`src/rtl/dec_scan_seq.sv`:
```
// Registered one-hot decoder with a built-in scan sequencer: direct decode,
// continuous walking-one scan, and a triggered single sweep with busy/wrap status.
module dec_scan_seq #(
   parameter int N = 4
) (
   input  logic                i_clk,
   input  logic                i_rst,
   input  logic [N-1:0]        i_w,
   input  logic                i_e,
   input  logic [1:0]          i_mode,
   input  logic                i_dir,
   input  logic                i_start,
   output logic [(1<<N)-1:0]   o_y,
   output logic [N-1:0]        o_idx,
   output logic                o_busy,
   output logic                o_wrap
);

   localparam int W = 1 << N;
   localparam logic [N-1:0] C_MAX  = {N{1'b1}};
   localparam logic [N-1:0] C_ZERO = '0;

   typedef enum logic {S_IDLE = 1'b0, S_SWEEP = 1'b1} state_t;

   state_t        r_state, w_state_nxt;
   logic [1:0]    r_mode_prev;
   logic [N-1:0]  r_cnt, w_cnt_nxt;
   logic [N-1:0]  r_idx, w_idx_nxt;
   logic          r_sweep_dir, w_sweep_dir_nxt;
   logic [W-1:0]  r_y, w_y_nxt;
   logic          r_busy, w_busy_nxt;
   logic          r_wrap, w_wrap_nxt;

   function automatic logic [W-1:0] f_onehot(input logic [N-1:0] a);
      return W'(1) << a;
   endfunction

   function automatic logic [N-1:0] f_step(input logic [N-1:0] a, input logic d);
      return d ? a - N'(1) : a + N'(1);
   endfunction

   function automatic logic f_is_term(input logic [N-1:0] a, input logic d);
      return d ? (a == C_ZERO) : (a == C_MAX);
   endfunction

   always_ff @(posedge i_clk or posedge i_rst) begin
      if (i_rst) begin
         r_state     <= S_IDLE;
         r_mode_prev <= 2'b00;
         r_cnt       <= '0;
         r_idx       <= '0;
         r_sweep_dir <= 1'b0;
         r_y         <= '0;
         r_busy      <= 1'b0;
         r_wrap      <= 1'b0;
      end else begin
         r_state     <= w_state_nxt;
         r_mode_prev <= i_mode;
         r_cnt       <= w_cnt_nxt;
         r_idx       <= w_idx_nxt;
         r_sweep_dir <= w_sweep_dir_nxt;
         r_y         <= w_y_nxt;
         r_busy      <= w_busy_nxt;
         r_wrap      <= w_wrap_nxt;
      end
   end

   always_comb begin
      w_state_nxt     = r_state;
      w_cnt_nxt       = r_cnt;
      w_idx_nxt       = r_idx;
      w_sweep_dir_nxt = r_sweep_dir;
      w_y_nxt         = '0;
      w_busy_nxt      = 1'b0;
      w_wrap_nxt      = 1'b0;

      // A mode change costs one blank cycle; the new mode starts on the next edge.
      if (i_mode != r_mode_prev) begin
         w_state_nxt = S_IDLE;
         w_cnt_nxt   = '0;
      end else begin
         case (i_mode)
            2'b00: begin
               w_state_nxt = S_IDLE;
               if (i_e) begin
                  w_y_nxt   = f_onehot(i_w);
                  w_idx_nxt = i_w;
               end
            end
            2'b01: begin
               w_state_nxt = S_IDLE;
               if (i_e) begin
                  w_y_nxt    = f_onehot(r_cnt);
                  w_idx_nxt  = r_cnt;
                  w_cnt_nxt  = f_step(r_cnt, i_dir);
                  w_wrap_nxt = f_is_term(r_cnt, i_dir);
               end
            end
            2'b10: begin
               case (r_state)
                  S_IDLE: begin
                     if (i_start) begin
                        w_cnt_nxt       = i_dir ? C_MAX : C_ZERO;
                        w_sweep_dir_nxt = i_dir;
                        w_state_nxt     = S_SWEEP;
                        w_busy_nxt      = 1'b1;
                     end
                  end
                  S_SWEEP: begin
                     w_busy_nxt = 1'b1;
                     if (i_e) begin
                        w_y_nxt   = f_onehot(r_cnt);
                        w_idx_nxt = r_cnt;
                        w_cnt_nxt = f_step(r_cnt, r_sweep_dir);
                        if (f_is_term(r_cnt, r_sweep_dir)) begin
                           w_wrap_nxt  = 1'b1;
                           w_busy_nxt  = 1'b0;
                           w_state_nxt = S_IDLE;
                        end
                     end
                  end
                  default: w_state_nxt = S_IDLE;
               endcase
            end
            default: w_state_nxt = S_IDLE;
         endcase
      end
   end

   assign o_y    = r_y;
   assign o_idx  = r_idx;
   assign o_busy = r_busy;
   assign o_wrap = r_wrap;

endmodule
```
`config.mk`:
```
export PLATFORM = sky130hd
export DESIGN_NAME = dec_scan_seq
export DESIGN_NICKNAME = d
export VERILOG_FILES = /design/src/rtl/dec_scan_seq.sv
export SDC_FILE = /design/constraint.sdc
export NUM_CORES = 1
export LEC_CHECK = 0
export BUFFER_PORTS_ARGS = -buffer_cell sky130_fd_sc_hd__buf_2
export CAP_MARGIN = 10
export CORE_MARGIN = 2
export CORE_UTILIZATION = 25
export DETAILED_ROUTE_END_ITERATION = 7
export SYNTH_ARGS = -nofsm -noshare
export SYNTH_HDL_FRONTEND = slang
export SYNTH_SLANG_ARGS = --single-unit
```
`constraint.sdc`:
```
create_clock -name i_clk -period 5.7 [get_ports i_clk]
set_input_delay 1.71 -clock i_clk [delete_from_list [all_inputs] [get_ports i_clk]]
set_output_delay 1.71 -clock i_clk [all_outputs]
set_load 0.01 [all_outputs]
```
# Word level (Yosys, flattened, before mapping)
# Index checks and enable logic that the tools add are counted.
# word_totals
register_bits	29
out_inout_bits	22
# classes
n_addsub	2
eq_ne	9
n_shift	2
mux	32
n_bitwise	2
reduce_logical	7
# op_table
operator	n
$mux 16	4
$pmux 16 s3	1
$mux 4	10
$shl 1x4->16 const A	2
$pmux 4 s2	2
$mux 1	12
$pmux 4 s3	1
$reduce_and 4->1	3
$ne 4x4->1 const B	2
$reduce_bool 3->1	2
$add 4x1->4 const B	1
$eq 4x4->1 const B	1
$logic_not 4->1	1
$ne 2x2->1 const B	2
$pmux 1 s2	2
$sub 4x1->4 const B	1
$ne 3x3->1 const B	1
$eq 2x1->1 const B	1
$eq 2x2->1 const B	1
$logic_not 2->1	1
$ne 2x2->1	1
$not 1->1	2

# Depth between registers and ports, before layout
# Gate-level depths: netlist (run 1).
# depth
word_depth	7
ltp_mapped	8

# Worst setup path after synthesis (run 1)
# OpenSTA, ideal clock, no wires.
# synth_timing
path_type	input port to flip-flop
from	input port i_mode[0]
to	register r_idx[0] (netlist: o_idx[0])
setup_time_ns	0.125
arrival_time_ns	3.076
required_ns	5.575
slack_ns	2.499
stages	7
n_path_buf	1
path_cell_list	inv_1 ha_1 nor2_1 nor2_1 or4_4 buf_6 mux2_4
# synth_via
elab_chain_len	3
word_cells_on_any_way	10
# synth_lines
item	line_no	source
start: declaration	10	input logic [1:0] i_mode,
$eq 2x2->1, or another cell as far along	82	case (i_mode)
$ne 2x2->1 (no line), or another cell as far along	-	
$reduce_and 4->1 (no line)	-	
end signal: assignment	60	r_idx <= w_idx_nxt;
end: declaration	28	logic [N-1:0] r_idx, w_idx_nxt;
# Parallel ways exist; a longest one is shown, timed or not.
# A chain may end at the register's enable or synchronous reset.

# Worst setup path after layout (run 1)
# Same ends and word-level chain as after synthesis.

==> flow_metrics.py, run 1 <==
metrics = {
    "timing": {
        "worst_slack_ns": 2.48,
        "max_slew.worst_pin.slew_ns": 0.616,
        "finalSetupTns_ns": 0,
        "finalClockSkew_ns": 0.00363,
        "achievable-frequency_ghz": 0.310,
        "setup_violations": 0,
        "final_period_minus_worst_setup_slack_ns": 3.22,
        "timing.final.crit_share_pct": 56.5,
        "hold-worst-slack_ns": 0.518,
        "hold_viol_final": 0,
        "final-max-slew-violation-count": 0,
        "rel_slew_slack_pct": 58.9,
        "grt_setup_unrepaired": "no",
    },
    "pwr": {
        "power.density_cell_area_nw_per_um2": 272,
        "worst_ir_drop_vdd_uv": 107,
        "static-leakage-power_nw": 0.952,
    },
    "yosys": {
        "synth_area_leader": "dfrtp_1",
        "synth.top_cells.by_count": "dfrtp_1 (29), nor2_1 (22), ha_1 (11), a21oi_1 (8), nand2_1 (8)",
        "seq_cells_post_synth": 29,
        "synth.lib_cells_used.distinct": 42,
        "synth_area_per_cell_um2": 10.1,
        "top_reg_cell_synth": "dfrtp_1",
        "yosysTopAreaCellShare_pct": 42.2,
        "most_frequent_cell_after_synthesis": "dfrtp_1",
        "synth-edff-count": 0,
        "mappedNetlistNets": 192,
        "synth_warnings": 0,
        "async_reset_ff_share_pct": 100,
        "yosysSeqAreaShare_pct": 42.2,
        "netlist_instances": 170,
        "yosys-top-cells-area": "dfrtp_1 (42%), ha_1 (8.0%), nor2_1 (4.8%), mux2_2 (4.6%), mux2_4 (3.5%)",
        "synthesis.area_um2": 1720,
    },
    "layout": {
        "antenna_cells_inserted": 0,
        "nets": 224,
        "synthToLayoutAreaGrowth_pct": 20.4,
        "final_layout_size_suffix_gt1_share_pct": 26.6,
    },
    "detailed_routing": {
        "antenna_left": 0,
        "drc": 0,
        "routed_wl_um": 4010,
        "detailroute.via_count": 1400,
        "vias_per_cell": 4.95,
        "drt-pass1-iter-count": 4,
        "drt_iter0_markers": 79,
        "route.detailed.wl_per_inst_um": 14.2,
    },
    "place": {
        "detailedPlace.worstSlack_ns": 2.19,
        "io_buffer_count": 32,
        "gp_routability_congestion": 0.865,
        "post-dp-hpwl_um": 2900,
    },
    "clock_tree": {
        "cts_sinks": 29,
        "ctsHoldBuffers": 0,
        "clk_path_buf_depth": 2,
        "post_cts.repair.setup_buffers": 0,
        "cts-buffers-inserted": 5,
        "clk_transition_reported_paths_ns": 0.06,
        "clock-root-buffer": "clkbuf_8",
        "clk_latency_ns": 0.28,
        "cts-resized-gates": 0,
        "cts-htree-levels": 2,
        "cts_tree": "yes",
    },
    "floorplan": {
        "fp.coreArea_um2": 6720,
        "dieArea_um2": 7560,
        "io-pin-count": 33,
        "rows": 30,
        "fp.dieW_um": 86.9,
        "die_h_um": 86.9,
        "start_util_pct": 25.6,
    },
    "critical_path": {
        "reg2reg_from": "r_cnt[2]",
        "highest_net_fanout_along_the_worst_path": 13,
        "endpoint": "o_idx[0]",
        "required_time_at_the_worst_slack_endpoint_ns": 5.87,
        "critPathKind": "primary input to register",
        "timing.critical_path.arrival_ns": 3.39,
        "rr_endpoint": "r_cnt[2]",
        "setup.reg_to_reg.worst_slack_ns": 3.82,
        "origin_of_the_worst_setup_path": "i_mode[0]",
        "r2r.worst_path.cells": 6,
        "end_kind": "register",
        "critical_path.startpoint_type": "primary input",
    },
    "global_route": {
        "globalRouteOverflowTotal": 0,
        "pin_count_of_the_biggest_net_entering_global_routing": 30,
        "grt_pass1_wl_um": 6660,
        "grt_antenna_before_repair": 0,
        "grt_pass1_vias": 1330,
        "gr-usage-all-layers_pct": 11.4,
    },
    "status": {
        "run_status": "completed",
    },
    "hold_path": {
        "hold_path_class": "register to register",
    },
    "run": {
        "max-cap-violations": 0,
    },
}
==> registers in the layout (all words and copies together), names as in the netlist <==
name	flops
r_cnt	4
r_sweep_dir	1
r_mode_prev	2
o_idx	4
o_y	16
o_busy	1
o_wrap	1
==> worst min path at each step <==
stage | start | endpoint | slack (ns) | depth (start not counted)
after floorplan | o_idx[0] | o_idx[0] | 0.55 | 1
after global placement | o_idx[3] | o_idx[3] | 0.51 | 1
after detailed placement | o_idx[0] | o_idx[0] | 0.50 | 1
after CTS | o_idx[3] | o_idx[3] | 0.52 | 1
after global routing | o_idx[0] | o_idx[0] | 0.54 | 1
final | o_idx[0] | o_idx[0] | 0.52 | 1
==> per-stage QoR <==
| stage | utilization (%) | cells | cell area [µm²] | power, mW |
|---|---|---|---|---|
| after floorplan | - | 170 | 1720 | 0.313 |
| after global placement | 28.8 | 274 | 1940 | 0.344 |
| final | 30.8 | 283 | 2070 | 0.563 |
| after detailed placement | 28.8 | 274 | 1940 | 0.345 |
| after global routing | 30.8 | 283 | 2070 | 0.600 |
| after CTS | 30.6 | 282 | 2050 | 0.571 |
==> worst max-delay path: stages <==
cell and delay (ns):
buf_2 0.13, inv_1 0.07, ha_1 0.35, nor2b_1 0.25
or4_4 0.56, mux2_4 0.31
==> where the power goes <==
| group | leakage (nW) | internal (mW) | switching, mW |
|---|---|---|---|
| sequential | 0.393 | 0.221 | 0.0168 |
| clock | 0.0585 | 0.142 | 0.0783 |
| combinational | 0.501 | 0.0515 | 0.0539 |
==> layout make-up <==
type / instances / area, µm²
Clock buffer: 7 / 86.3
Clock inverter: 1 / 30.0
Fill cell: 670 / 4650
Sequential cell: 29 / 726
Inverter: 7 / 26.3
Tap cell: 80 / 100
Multi-Input combinational cell: 126 / 926
Timing Repair Buffer: 33 / 175
==> layout by cell type, fill, tap and decap left out, drive strengths merged, types with 2 or more instances in the layout <==
cell    instances
a211oi          3
a21oi           8
a22oi           7
a32oi           6
and2            2
and3            2
and4b           4
buf            33
clkbuf          7
dfrtp          29
ha             11
inv             7
mux2           11
nand2           8
nand3           6
nand3b          2
nor2           22
nor2b           7
nor3            2
nor3b           3
o22ai           2
xnor2           3
==> cell families (layout without fill, tap and decap cells) <==
family | after synthesis | after routing | share of synthesized area (%)
multiplexers | 11 | 11 | 8.08
XOR/XNOR | 3 | 3 | 1.53
adder cells (fa/ha/maj) | 11 | 11 | 8.01
buffers and inverters | 15 | 48 | 3.93
flip-flops | 29 | 29 | 42.2
AND/OR/NAND/NOR | 68 | 68 | 22.3
AO/OA/AOI/OAI | 33 | 33 | 14.0
==> layer usage <==
metal / vias up / wire length [µm] / GRT usage, %
met4: 0 / 20 / 2.70
met1: 662 / 1960 / 16.1
met5: - / 0 / 0
met3: 3 / 269 / 3.98
met2: 52 / 1760 / 16.6
li1: 683 / - / -
Note: power is estimated with default switching activity, not from simulation.
==> run 2: changes to the inputs <==
==> constraint.sdc (replaced) <==
create_clock -name i_clk -period 3.25 [get_ports i_clk]
set_input_delay 0.975 -clock i_clk [delete_from_list [all_inputs] [get_ports i_clk]]
set_output_delay 0.975 -clock i_clk [all_outputs]
set_load 0.01 [all_outputs]
==> run 2 against run 1 <==
Total power rose by 76%. Die area stayed put. Cell area shrank 0.36%. Clock power up 76%. Critical endpoint unchanged. Largest power group unchanged. Critical path type unchanged. Largest cell class unchanged. Combinational power up 76%. Wire length grew 0.37%.
==> flow_metrics.py, run 2 (synthesis results as in run 1) <==
metrics = {
    "status": {
        "run_status": "completed",
    },
    "detailed_routing": {
        "routed.top_layer": "met4",
        "detailroute.via_count": 1405,
        "drt-pass1-iter-count": 5,
        "drc": 0,
        "vias_per_cell": 4.96,
        "route.layer.met1.wl_um": 1910,
        "route.detailed.wl_per_inst_um": 14.2,
        "routed_wl_um": 4020,
        "drt_iter0_markers": 71,
        "antenna_left": 0,
        "route.met3.wl_um": 265,
        "detailroute.wirelength.met2_um": 1820,
    },
    "global_route": {
        "globalRouteOverflowTotal": 0,
        "gr-usage-all-layers_pct": 10.9,
        "pin_count_of_the_biggest_net_entering_global_routing": 30,
        "grt_pass1_wl_um": 6490,
        "grt_antenna_before_repair": 0,
        "grt_pass1_vias": 1314,
    },
    "layout": {
        "synthToLayoutAreaGrowth_pct": 19.9,
        "layout_common_cells": "buf_2 (32), dfrtp_1 (29), nor2_1 (22)",
        "flip_flop_count_of_the_largest_register_after_layout": 16,
        "final_common_cell": "buf_2",
        "nets": 224,
        "finish.cell_count_without_fillers": 283,
        "final_layout_size_suffix_gt1_share_pct": 26.6,
        "fill_cells": 708,
        "antenna_cells_inserted": 0,
    },
    "run": {
        "max-cap-violations": 0,
    },
    "timing": {
        "timing.final.crit_share_pct": 76.3,
        "worst_slack_ns": 0.770,
        "max_slew.worst_pin.slew_ns": 0.570,
        "hold_viol_final": 0,
        "finalSetupTns_ns": 0,
        "final_period_minus_worst_setup_slack_ns": 2.48,
        "setup_violations": 0,
        "achievable-frequency_ghz": 0.403,
        "grt_setup_unrepaired": "no",
        "finalClockSkew_ns": 0.00253,
        "final-max-slew-violation-count": 0,
        "rel_slew_slack_pct": 61.9,
    },
    "pwr": {
        "total_power_mw": 0.990,
        "power.density_cell_area_nw_per_um2": 480,
        "static-leakage-power_nw": 0.950,
        "worst_ir_drop_vdd_uv": 163,
    },
    "floorplan": {
        "rows": 30,
        "fp.dieW_um": 86.9,
        "dieArea_um2": 7560,
        "io-pin-count": 33,
        "start_util_pct": 25.6,
        "fp.coreArea_um2": 6720,
        "die_h_um": 86.9,
    },
    "place": {
        "post-dp-hpwl_um": 2950,
        "placed_cells_incl_taps": 275,
        "detailedPlace.worstSlack_ns": 0.488,
        "io_buffer_count": 32,
        "gp_routability_congestion": 0.861,
    },
    "clock_tree": {
        "clk_transition_reported_paths_ns": 0.06,
        "clk_latency_ns": 0.28,
        "cts-htree-levels": 2,
        "cts_tree": "yes",
        "clock-root-buffer": "clkbuf_8",
        "cts_sinks": 29,
        "cts-resized-gates": 0,
        "clk_path_buf_depth": 2,
        "ctsHoldBuffers": 0,
        "post_cts.repair.setup_buffers": 0,
        "cts-buffers-inserted": 5,
    },
    "critical_path": {
        "critical_path.startpoint_type": "primary input",
        "highest_net_fanout_along_the_worst_path": 13,
        "end_kind": "register",
        "critPathKind": "primary input to register",
        "required_time_at_the_worst_slack_endpoint_ns": 3.42,
        "timing.critical_path.arrival_ns": 2.65,
    },
    "hold_path": {
        "hold_path_class": "register to register",
    },
}
-- run 2: cell counts in the layout (fill, tap and decap cells not counted) --
Identical to the previous run, type by type.
-- run 2: layer usage --
layer	vias to the layer above	track usage (%)
met5	-	0
met4	0	2.84
met3	6	3.51
met2	51	16.0
met1	669	15.5
li1	679	-
-- run 2: area by class of cell --
type	count	area [µm²]	share of cell area, %
clock inverter	1	30.0	1.46
multi-input combinational	126	926	44.9
clock buffer	7	86.3	4.19
sequential	29	726	35.2
inverter	7	26.3	1.27
tap	80	100	4.85
timing repair buffer	33	168	8.13
-- run 2: report_power, final --
group,leakage (nW),internal [mW],switching [mW]
clock network,0.0585,0.250,0.140
logic,0.498,0.0895,0.0955
registers,0.393,0.387,0.0282
-- run 2: worst paths after layout --
kind,from,slack [ns],endpoint,cells after the start
max,i_mode[0],0.77,o_idx[0],6
min,o_idx[3],0.51,o_idx[3],1
max reg2reg,r_cnt[2],1.34,r_cnt[2],6
min reg2reg,o_idx[3],0.51,o_idx[3],1
max in group asynchronous,i_rst,2.23,r_mode_prev[0],3
min in group asynchronous,i_rst,0.76,o_y[14],3
-- run 2: stage by stage --
step,utilization (%),instance area [µm²],hold slack [ns]
CTS,30.7,2060,0.513
global placement,29.0,1950,0.507
floorplan,-,1720,0.551
detailed placement,29.0,1950,0.496
finish,30.7,2060,0.507
global route,30.7,2060,0.529
-- run 2: worst max-delay path, stage by stage --
cell,delay (ns)
buf_2,0.13
inv_1,0.07
ha_1,0.35
nor2b_1,0.24
or4_4,0.56
mux2_4,0.32
==> run 3: changes to the inputs <==
==> constraint.sdc (replaced) <==
create_clock -name i_clk -period 2.27 [get_ports i_clk]
set_input_delay 0.681 -clock i_clk [delete_from_list [all_inputs] [get_ports i_clk]]
set_output_delay 0.681 -clock i_clk [all_outputs]
set_load 0.01 [all_outputs]
==> run 3 against run 2 <==
Clock skew is 0.0022 ns higher. Sequential share of layout area is 1.1 points lower. Clock-buffer cell count stayed put. Critical path depth is 1 higher. Largest cell class unchanged.
==> flow_metrics.py, run 3 (synthesis results as in run 1) <==
metrics = {
    "critical_path": {
        "crit_slowest_cell": "or4_4",
        "highest_net_fanout_along_the_worst_path": 5,
        "crit_path_max_incr_delay_ns": 0.47,
        "critical_path.startpoint_type": "primary input",
        "reg2reg_from": "r_cnt[0]",
        "rr_endpoint": "o_wrap",
        "required_time_at_the_worst_slack_endpoint_ns": 2.44,
        "r2r.worst_path.cells": 6,
        "timing.critical_path.arrival_ns": 2.14,
        "critPathKind": "primary input to register",
        "setup.reg_to_reg.worst_slack_ns": 0.44,
        "critical_path.cell_chain": "buf_2 > inv_1 > ha_1 > nor2_1 > nor2_1 > or4_4 > mux2_4",
        "end_kind": "register",
        "critical-path-top-cell-by-count": "nor2_1",
    },
    "place": {
        "detailedPlace.worstSlack_ns": 0.0203,
        "io_buffer_count": 32,
        "placed_cells_incl_taps": 284,
        "gp_routability_congestion": 0.849,
        "post-dp-hpwl_um": 2960,
        "placed_area_um2": 2010,
    },
    "global_route": {
        "use_met1_pct": 15.7,
        "grt_pass1_wl_um": 6720,
        "gr-usage-all-layers_pct": 11.5,
        "globalRouteOverflowTotal": 0,
        "groute.layer.met2.usage_pct": 16.6,
        "grt_pass1_vias": 1389,
        "top_usage_layer": "met2",
        "globalRouteMet3Util_pct": 3.98,
        "grt_antenna_before_repair": 0,
        "pin_count_of_the_biggest_net_entering_global_routing": 30,
    },
    "pwr": {
        "p_comb_share_pct": 19.9,
        "power.net_switching_mw": 0.380,
        "netSwitchingFraction_pct": 26.5,
        "internal-power_mw": 1.05,
        "power.density_cell_area_nw_per_um2": 672,
        "static-leakage-power_nw": 0.994,
        "clock_power_share_pct": 38.9,
        "worst_ir_drop_vdd_uv": 234,
        "seqPwrFrac_pct": 41.1,
    },
    "detailed_routing": {
        "routed_wl_um": 4030,
        "antenna_left": 0,
        "vias_per_cell": 4.93,
        "detailroute.via_count": 1440,
        "drt_iter0_markers": 64,
        "drc": 0,
        "drt-pass1-iter-count": 4,
        "route.detailed.wl_per_inst_um": 13.8,
    },
    "layout": {
        "final_common_cell": "buf_2",
        "layout_common_cells": "buf_2 (32), dfrtp_1 (29), nor2_1 (22)",
        "finish.cell_count_without_fillers": 292,
        "antenna_cells_inserted": 0,
        "final_layout_size_suffix_gt1_share_pct": 29.7,
        "final_area_um2": 2130,
        "nets": 233,
        "flip_flop_count_of_the_largest_register_after_layout": 16,
        "fill_cells": 683,
        "synthToLayoutAreaGrowth_pct": 23.9,
    },
    "clock_tree": {
        "cts-resized-gates": 0,
        "clk_transition_reported_paths_ns": 0.06,
        "cts_sinks": 29,
        "clock-root-buffer": "clkbuf_8",
        "clk_path_buf_depth": 2,
        "cts-htree-levels": 2,
        "cts_tree": "yes",
        "ctsHoldBuffers": 0,
        "post_cts.repair.setup_buffers": 0,
        "clk_latency_ns": 0.29,
        "cts-buffers-inserted": 5,
    },
    "floorplan": {
        "fp.coreArea_um2": 6720,
        "rows": 30,
        "die_h_um": 86.9,
        "fp.dieW_um": 86.9,
        "dieArea_um2": 7560,
        "io-pin-count": 33,
        "start_util_pct": 25.6,
    },
    "timing": {
        "hold-worst-slack_ns": 0.455,
        "max_slew.worst_pin.slew_ns": 0.445,
        "rel_slew_slack_pct": 70.4,
        "achievable-frequency_ghz": 0.507,
        "finalSetupTns_ns": 0,
        "finalClockSkew_ns": 0.00471,
        "hold_viol_final": 0,
        "final_period_minus_worst_setup_slack_ns": 1.97,
        "final-max-slew-violation-count": 0,
        "timing.final.crit_share_pct": 86.8,
        "grt_setup_unrepaired": "no",
        "setup_violations": 0,
        "worst_slack_ns": 0.299,
    },
    "status": {
        "run_status": "completed",
    },
    "run": {
        "max-cap-violations": 0,
    },
    "hold_path": {
        "hold_path_class": "primary input to asynchronous set/reset pin",
    },
}
## run 3: changes by cell type in the layout (fill, tap and decap cells not counted)
cell,delta
buf_4,+9
## run 3: power by group through the flow
stage | sequential (mW) | combinational (mW) | clock [mW]
after floorplan | 0.602 | 0.183 | 0
after global placement | 0.599 | 0.280 | 0
after detailed placement | 0.599 | 0.284 | 0
after CTS | 0.589 | 0.285 | 0.580
after global routing | 0.597 | 0.316 | 0.605
final | 0.589 | 0.285 | 0.557
## run 3: final cells by class
| cell class | count | area (µm²) | area share, % |
|---|---|---|---|
| clock buffer | 7 | 86.3 | 4.05 |
| clock inverter | 1 | 30.0 | 1.41 |
| inverter | 7 | 26.3 | 1.23 |
| multi-input combinational | 126 | 926 | 43.5 |
| sequential | 29 | 726 | 34.1 |
| tap | 80 | 100 | 4.70 |
| timing repair buffer | 42 | 235 | 11.0 |
## run 3: how the worst max path moves through the flow
stage              start  slack (ns)        to
2_1_floorplan  i_mode[0]         0.1  o_idx[0]
3_3_place_gp   i_mode[0]        0.04  o_idx[3]
3_5_place_dp   i_mode[0]        0.02  o_idx[3]
4_1_cts        i_mode[0]        0.32  o_idx[3]
5_1_grt        i_mode[0]        0.19    o_y[6]
6_report       i_mode[0]        0.30  o_idx[3]
## run 3: stage by stage
stage / utilization, % / total power, mW
final: 31.7 / 1.43
after global routing: 31.7 / 1.52
after CTS: 31.7 / 1.45
after detailed placement: 30.0 / 0.882
after global placement: 30.0 / 0.879
after floorplan: - / 0.785
## run 3: metal layers
layer	vias up	routed length, µm
met5	-	0
met2	53	1740
li1	704	-
met4	0	65
met1	676	1970
met3	7	252
## run 3: critical path, delay by kind of cell
family / cells / cell delay [ns]
AND/OR/NAND/NOR: 3 / 0.62
adder cells (fa/ha/maj): 1 / 0.32
buffers and inverters: 2 / 0.20
multiplexers: 1 / 0.32
